$ cat config.mk
export PLATFORM = sky130hd
export DESIGN_NAME = keypad_emulator
export DESIGN_NICKNAME = d
export VERILOG_FILES = /design/src/rtl/keypad_pkg.sv /design/src/rtl/lfsr8.sv /design/src/rtl/keypad_emulator.sv
export SDC_FILE = /design/constraint.sdc
export NUM_CORES = 1
export LEC_CHECK = 0
export CORE_MARGIN = 8
export CORE_UTILIZATION = 53
export CTS_CLUSTER_DIAMETER = 80
export CTS_CLUSTER_SIZE = 30
export DETAILED_ROUTE_END_ITERATION = 8
export PLACE_DENSITY = 0.81
export SKIP_LAST_GASP = 1
export SLEW_MARGIN = 15
export SYNTH_ARGS = -nofsm -noshare
export SYNTH_HDL_FRONTEND = slang
export SYNTH_SLANG_ARGS = --single-unit
$ cat constraint.sdc
create_clock -name clk -period 2.3 [get_ports clk]
set_input_delay 0.46 -clock clk [delete_from_list [all_inputs] [get_ports clk]]
set_output_delay 0.46 -clock clk [all_outputs]
set_load 0.01 [all_outputs]
$ cat src/rtl/keypad_pkg.sv
// keypad_pkg: shared definitions for the 4x4 keypad emulator and the scanner
// that talks to it. Holds the emulator state encoding, the key-to-(row,col)
// lookup and the constants of the bounce LFSR.
package keypad_pkg;

  typedef enum logic [2:0] {
    S_IDLE       = 3'd0,
    S_BOUNCE_IN  = 3'd1,
    S_HELD       = 3'd2,
    S_BOUNCE_OUT = 3'd3,
    S_GAP        = 3'd4
  } state_t;

  typedef struct packed {
    logic [1:0] row;
    logic [1:0] col;
  } key_pos_t;

  // Fibonacci LFSR x^8+x^6+x^5+x^4+1: feedback is the XOR of bits 7,5,4,3.
  localparam logic [7:0] LFSR_SEED = 8'hA5;
  localparam logic [7:0] LFSR_TAPS = 8'b1011_1000;

  // Physical layout:  row0: 1 2 3 A / row1: 4 5 6 B / row2: 7 8 9 C / row3: E 0 F D
  function automatic key_pos_t key_to_pos(input logic [3:0] key);
    key_pos_t p;
    case (key)
      4'h1: p = '{row: 2'd0, col: 2'd0};
      4'h2: p = '{row: 2'd0, col: 2'd1};
      4'h3: p = '{row: 2'd0, col: 2'd2};
      4'hA: p = '{row: 2'd0, col: 2'd3};
      4'h4: p = '{row: 2'd1, col: 2'd0};
      4'h5: p = '{row: 2'd1, col: 2'd1};
      4'h6: p = '{row: 2'd1, col: 2'd2};
      4'hB: p = '{row: 2'd1, col: 2'd3};
      4'h7: p = '{row: 2'd2, col: 2'd0};
      4'h8: p = '{row: 2'd2, col: 2'd1};
      4'h9: p = '{row: 2'd2, col: 2'd2};
      4'hC: p = '{row: 2'd2, col: 2'd3};
      4'hE: p = '{row: 2'd3, col: 2'd0};
      4'h0: p = '{row: 2'd3, col: 2'd1};
      4'hF: p = '{row: 2'd3, col: 2'd2};
      default: p = '{row: 2'd3, col: 2'd3}; // 4'hD
    endcase
    return p;
  endfunction

endpackage

$ cat src/rtl/lfsr8.sv
// lfsr8: 8-bit Fibonacci LFSR used as the contact-bounce source.
// Shifts left, new bit enters at bit 0. Seeded non-zero, so never all-zero.
module lfsr8
  import keypad_pkg::*;
(
  input  logic       clk,
  input  logic       reset,
  input  logic       en,
  output logic [7:0] out
);

  logic [7:0] lfsr_q;
  logic [7:0] lfsr_d;

  // Next value: shift in the XOR of the tapped bits.
  always_comb begin
    lfsr_d = lfsr_q;
    if (en) lfsr_d = {lfsr_q[6:0], ^(lfsr_q & LFSR_TAPS)};
  end

  // State register, reloads the seed on reset.
  always_ff @(posedge clk) begin
    if (reset) lfsr_q <= LFSR_SEED;
    else       lfsr_q <= lfsr_d;
  end

  assign out = lfsr_q;

endmodule

$ cat src/rtl/keypad_emulator.sv
// keypad_emulator: far end of a 4x4 row-strobe / column-sense keypad.
// Accepts a key over valid/ready and plays it as a physical press.
// Optional feature macro: KEYPAD_EMU_BOUNCE_EN (contact bounce on press and
// release using lfsr8). Without it a press is HELD then GAP only.
//
// Handshake: a transfer happens on a rising edge where key_valid && key_ready;
// key_ready is high only in IDLE, key_code is sampled only on that edge, and
// key_valid at any other time is ignored (nothing is queued).
module keypad_emulator
  import keypad_pkg::*;
#(
  parameter int unsigned HOLD_CYCLES   = 1000,
  parameter int unsigned BOUNCE_CYCLES = 64,
  parameter int unsigned GAP_CYCLES    = 200
) (
  input  logic       clk,
  input  logic       reset,
  input  logic [3:0] key_code,
  input  logic       key_valid,
  output logic       key_ready,
  input  logic [3:0] rows,
  output logic [3:0] columns,
  output logic       pressed,
  output state_t     state_dbg_o
);

  localparam int unsigned MAX_HB = (HOLD_CYCLES > BOUNCE_CYCLES) ? HOLD_CYCLES : BOUNCE_CYCLES;
  localparam int unsigned MAX_C  = (MAX_HB > GAP_CYCLES) ? MAX_HB : GAP_CYCLES;
  localparam int unsigned CW     = $clog2(MAX_C + 1);

  state_t      state_q, state_d;
  logic [CW-1:0] cnt_q, cnt_d;
  logic [3:0]  key_q, key_d;
  logic        pressed_q, pressed_d;
  logic        bounce_bit;
  key_pos_t    pos;

`ifdef KEYPAD_EMU_BOUNCE_EN
  logic [6:0] lfsr_unused;

  lfsr8 u_lfsr (
    .clk   (clk),
    .reset (reset),
    .en    (1'b1),
    .out   ({lfsr_unused, bounce_bit})
  );
`else
  assign bounce_bit = 1'b0;
`endif

  // Next-state, counter reload, key latch and contact value of the next state.
  always_comb begin
    state_d   = state_q;
    cnt_d     = cnt_q;
    key_d     = key_q;
    key_ready = 1'b0;
    case (state_q)
      S_IDLE: begin
        key_ready = 1'b1;
        if (key_valid) begin
          key_d = key_code;
`ifdef KEYPAD_EMU_BOUNCE_EN
          state_d = S_BOUNCE_IN;
          cnt_d   = CW'(BOUNCE_CYCLES);
`else
          state_d = S_HELD;
          cnt_d   = CW'(HOLD_CYCLES);
`endif
        end
      end
`ifdef KEYPAD_EMU_BOUNCE_EN
      S_BOUNCE_IN: begin
        if (cnt_q == CW'(1)) begin
          state_d = S_HELD;
          cnt_d   = CW'(HOLD_CYCLES);
        end else cnt_d = cnt_q - CW'(1);
      end
      S_BOUNCE_OUT: begin
        if (cnt_q == CW'(1)) begin
          state_d = S_GAP;
          cnt_d   = CW'(GAP_CYCLES);
        end else cnt_d = cnt_q - CW'(1);
      end
`endif
      S_HELD: begin
        if (cnt_q == CW'(1)) begin
`ifdef KEYPAD_EMU_BOUNCE_EN
          state_d = S_BOUNCE_OUT;
          cnt_d   = CW'(BOUNCE_CYCLES);
`else
          state_d = S_GAP;
          cnt_d   = CW'(GAP_CYCLES);
`endif
        end else cnt_d = cnt_q - CW'(1);
      end
      S_GAP: begin
        if (cnt_q == CW'(1)) begin
          state_d = S_IDLE;
          cnt_d   = '0;
        end else cnt_d = cnt_q - CW'(1);
      end
      default: begin
        state_d = S_IDLE;
        cnt_d   = '0;
      end
    endcase

    // Contact is registered against the state being entered, so the first
    // contact value of a state is visible in that state's first cycle.
    case (state_d)
      S_HELD:                    pressed_d = 1'b1;
      S_BOUNCE_IN, S_BOUNCE_OUT: pressed_d = bounce_bit;
      default:                   pressed_d = 1'b0;
    endcase
  end

  // State, counter, latched key and contact registers.
  always_ff @(posedge clk) begin
    if (reset) begin
      state_q   <= S_IDLE;
      cnt_q     <= '0;
      key_q     <= 4'h0;
      pressed_q <= 1'b0;
    end else begin
      state_q   <= state_d;
      cnt_q     <= cnt_d;
      key_q     <= key_d;
      pressed_q <= pressed_d;
    end
  end

  assign pos = key_to_pos(key_q);

  // Zero-latency column sense: pull the key's column low while its row is strobed.
  always_comb begin
    columns = 4'b1111;
    if (pressed_q && rows[2'd3 - pos.row]) columns[2'd3 - pos.col] = 1'b0;
  end

  assign pressed     = pressed_q;
  assign state_dbg_o = state_q;

endmodule

==> impl_metrics.csv <==
group,metric,value,unit
synthesis,synth_common_cells,"22 x dfxtp_1, 17 x a21oi_1, 17 x nand2_1",
route,drt-initial-drc-count,108,
placed_design,numPortBuffers,19,
grt,grt_antenna_before_repair,0,
grt,grt-ovfl-total,0,
clocking,cts_hold_repair.buffers,0,
floorplan,start_util,56.7,%
clocking,clk_latency,0.31,ns
synthesis,syn_area,0.00142,sq mm
setup_path,worstPathRequired,1.84,ns
job,drv_cap,0,
timing,hold_viol,0,
synthesis,synth-seq-area-share,31.1,%
clocking,ctsResizeCount,5,
timing,slew_violations,0,
clocking,clkSinkCount,22,
floorplan,row_count,18,
floorplan,die_h,67.7,microns
synthesis,yosys_warnings,0,
layout,layout-drive-gt1-share,16.9,%
route,ant_nets,0,
clocking,cts_made_buffers,3,
outcome,outcome,"completed",
pwr,power_density,492,mW/mm^2
synthesis,synth_flop_cell,"dfxtp_1",
timing,min_period,2.25,ns
pwr,peakVddDrop,444,uV
synthesis,ys_ff_latch,22,
route,detailedRoute.firstPassIterationCount,4,
placed_design,dp_cells,227,
timing,hold_slack,0.544,ns
setup_path,start_kind,"input pin",
synthesis,avgSynthCellArea,8.09,sq um
floorplan,die_w,67.7,microns
timing,setup_viol,0,
floorplan,ios,20,
clocking,post_cts_buffers,0,
clocking,cts_max_level,1,
synthesis,synth_top_area_share,31.1,%
timing,post-route-period-util,97.8,%
route,route.detailed.drc,0,
floorplan,dieArea,0.00458,sq mm
synthesis,yosys.area.top_type,"dfxtp_1",
synthesis,synthArstFlopShare,0,%
layout,n_fill_cell,227,
route,wl_met3,224,microns
route,vias_per_cell,6.33,
timing,clock_skew,0.00378,ns
timing,worstMarginPinSlew,0.689,ns
setup_path,arrival,1.79,ns
synthesis,ys_types,54,
layout,finish.instance_area,0.00173,sq mm
grt,grt_pass1_wl,6400,microns
synthesis,synth_edf_count,0,
grt,grt_use_total,17.5,%
setup_path,critPathMaxFanout,3,
route,dr.max_layer_used,"met4",
pwr,leakagePower,0.000640,uW
setup_path,endpoint_kind,"output pin",
grt,grt_start_max_net_pins,13,
route,wl_per_cell,16.5,microns
grt,grt_pass1_vias,1463,
clocking,cts_tree,"built",
synthesis,synth.most_common_cell,"dfxtp_1",
clocking,path_clk_slew,0.12,ns
clocking,clock_path_buffers,2,
timing,fmax,445,MHz
synthesis,syn_inst,175,
synthesis,synth_nets,188,
timing,slew_headroom,53.7,%
placed_design,placed_area,0.00170,sq mm
route,wl,3820,microns
layout,area_growth,22.3,%
timing,rsz0062_at_grt,"no",
placed_design,dp_hpwl,2920,microns
clocking,ctsRootBufferMaster,"clkbuf_4",
layout,final_cells,231,
layout,fin_nets,215,
layout,antenna_cells,0,
floorplan,core_area,0.00250,sq mm
route,route.met2.wl,1960,microns
route,vias,1462,
synthesis,synthTopCellsByArea,"dfxtp_1 31%, a21oi_1 6.0%, nand2_1 4.5%",
setup_path,critical_path_class,"input pin to output pin",
placed_design,place.gp.congestion,0.935,
route,wl_met1,1580,microns
worst_hold_path,hp-class,"flip-flop to flip-flop",
-- routing by layer --
metal | track usage, % | up-vias
li1 | - | 701
met1 | 19.7 | 695
met2 | 30.1 | 58
met3 | 3.64 | 8
met4 | 9.40 | 0
met5 | 0 | -
-- kinds of logic after synthesis --
| logic type | synth area share (%) |
|---|---|
| XOR/XNOR | 1.86 |
| flip-flops | 31.1 |
| buffers and inverters | 6.27 |
| adder cells (fa/ha/maj) | 1.77 |
| AND/OR/NAND/NOR | 31.1 |
| AO/OA/AOI/OAI | 23.1 |
| multiplexers | 4.51 |
| other | 0.265 |
-- path summary, 6_finish.rpt --
path	startpoint	end	slack, ns	cells past startpoint
worst min register to register	cnt_q[0]	cnt_q[0]	0.54	2
worst max register to register	state_dbg_o[2]	pos[1]	0.43	5
worst max-delay path	rows[2]	columns[3]	0.05	5
worst min-delay path	cnt_q[0]	cnt_q[0]	0.54	2
-- worst max-delay path, cell delays in order --
cell	delay, ns
clkdlybuf4s50_1	0.46
mux4_2	0.26
nand2_1	0.06
or3_1	0.31
clkdlybuf4s15_1	0.25
-- final cells by class --
cell class | count | area, sq um | share of cell area [%]
Inverter | 8 | 30.0 | 1.73
Tap cell | 30 | 37.5 | 2.17
Sequential cell | 22 | 440 | 25.4
Clock buffer | 4 | 36.3 | 2.09
Timing Repair Buffer | 34 | 295 | 17.0
Multi-Input combinational cell | 133 | 893 | 51.6
-- report_power, final --
part           total, uW  internal [uW]  switching [uW]
clock                217           96.6             121
sequential           431            401            29.5
combinational        204            107            97.3
total                852            605             247
-- sequential cells by signal, summed over array words and instances (netlist names) --
register,cells
pos,4
pressed,1
state_dbg_o,3
cnt_q,10
key_q,4
-- per-stage QoR --
stage          util, %  setup TNS [ns]  setup slack [ns]  total power [uW]
2_1_floorplan        -               0             0.396               555
3_3_place_gp      68.2          -0.703            -0.204               632
3_5_place_dp      68.2          -0.865            -0.253               640
4_1_cts           69.5         -0.0112           -0.0112               855
5_1_grt           69.3               0         0.0000265               895
6_report          69.3               0            0.0503               852
-- placed cells by master (no fill, tap or decap), drive strengths merged, types with 2 or more instances in the layout --
master | netlist | routed
dfxtp | 22 | 22
nand2 | 17 | 17
a21oi | 17 | 17
clkdlybuf4s50 | 0 | 15
buf | 7 | 15
inv | 8 | 8
nor2 | 8 | 8
nor3b | 5 | 5
nor2b | 5 | 5
nand3 | 5 | 5
a31oi | 5 | 5
nor4 | 5 | 5
clkbuf | 5 | 5
nand4 | 4 | 4
or3 | 4 | 4
o21ai | 4 | 4
nor3 | 4 | 4
mux2i | 3 | 3
o211ai | 3 | 3
and2 | 2 | 2
or2 | 2 | 2
o31ai | 2 | 2
xor2 | 2 | 2
or4 | 2 | 2
nand2b | 2 | 2
o22ai | 2 | 2
nand4b | 2 | 2
nand3b | 2 | 2
a211oi | 2 | 2
a41oi | 2 | 2
ha | 2 | 2
dlygate4sd2 | 0 | 2
and3 | 2 | 2
No activity file was read; power rests on OpenSTA's default activity.
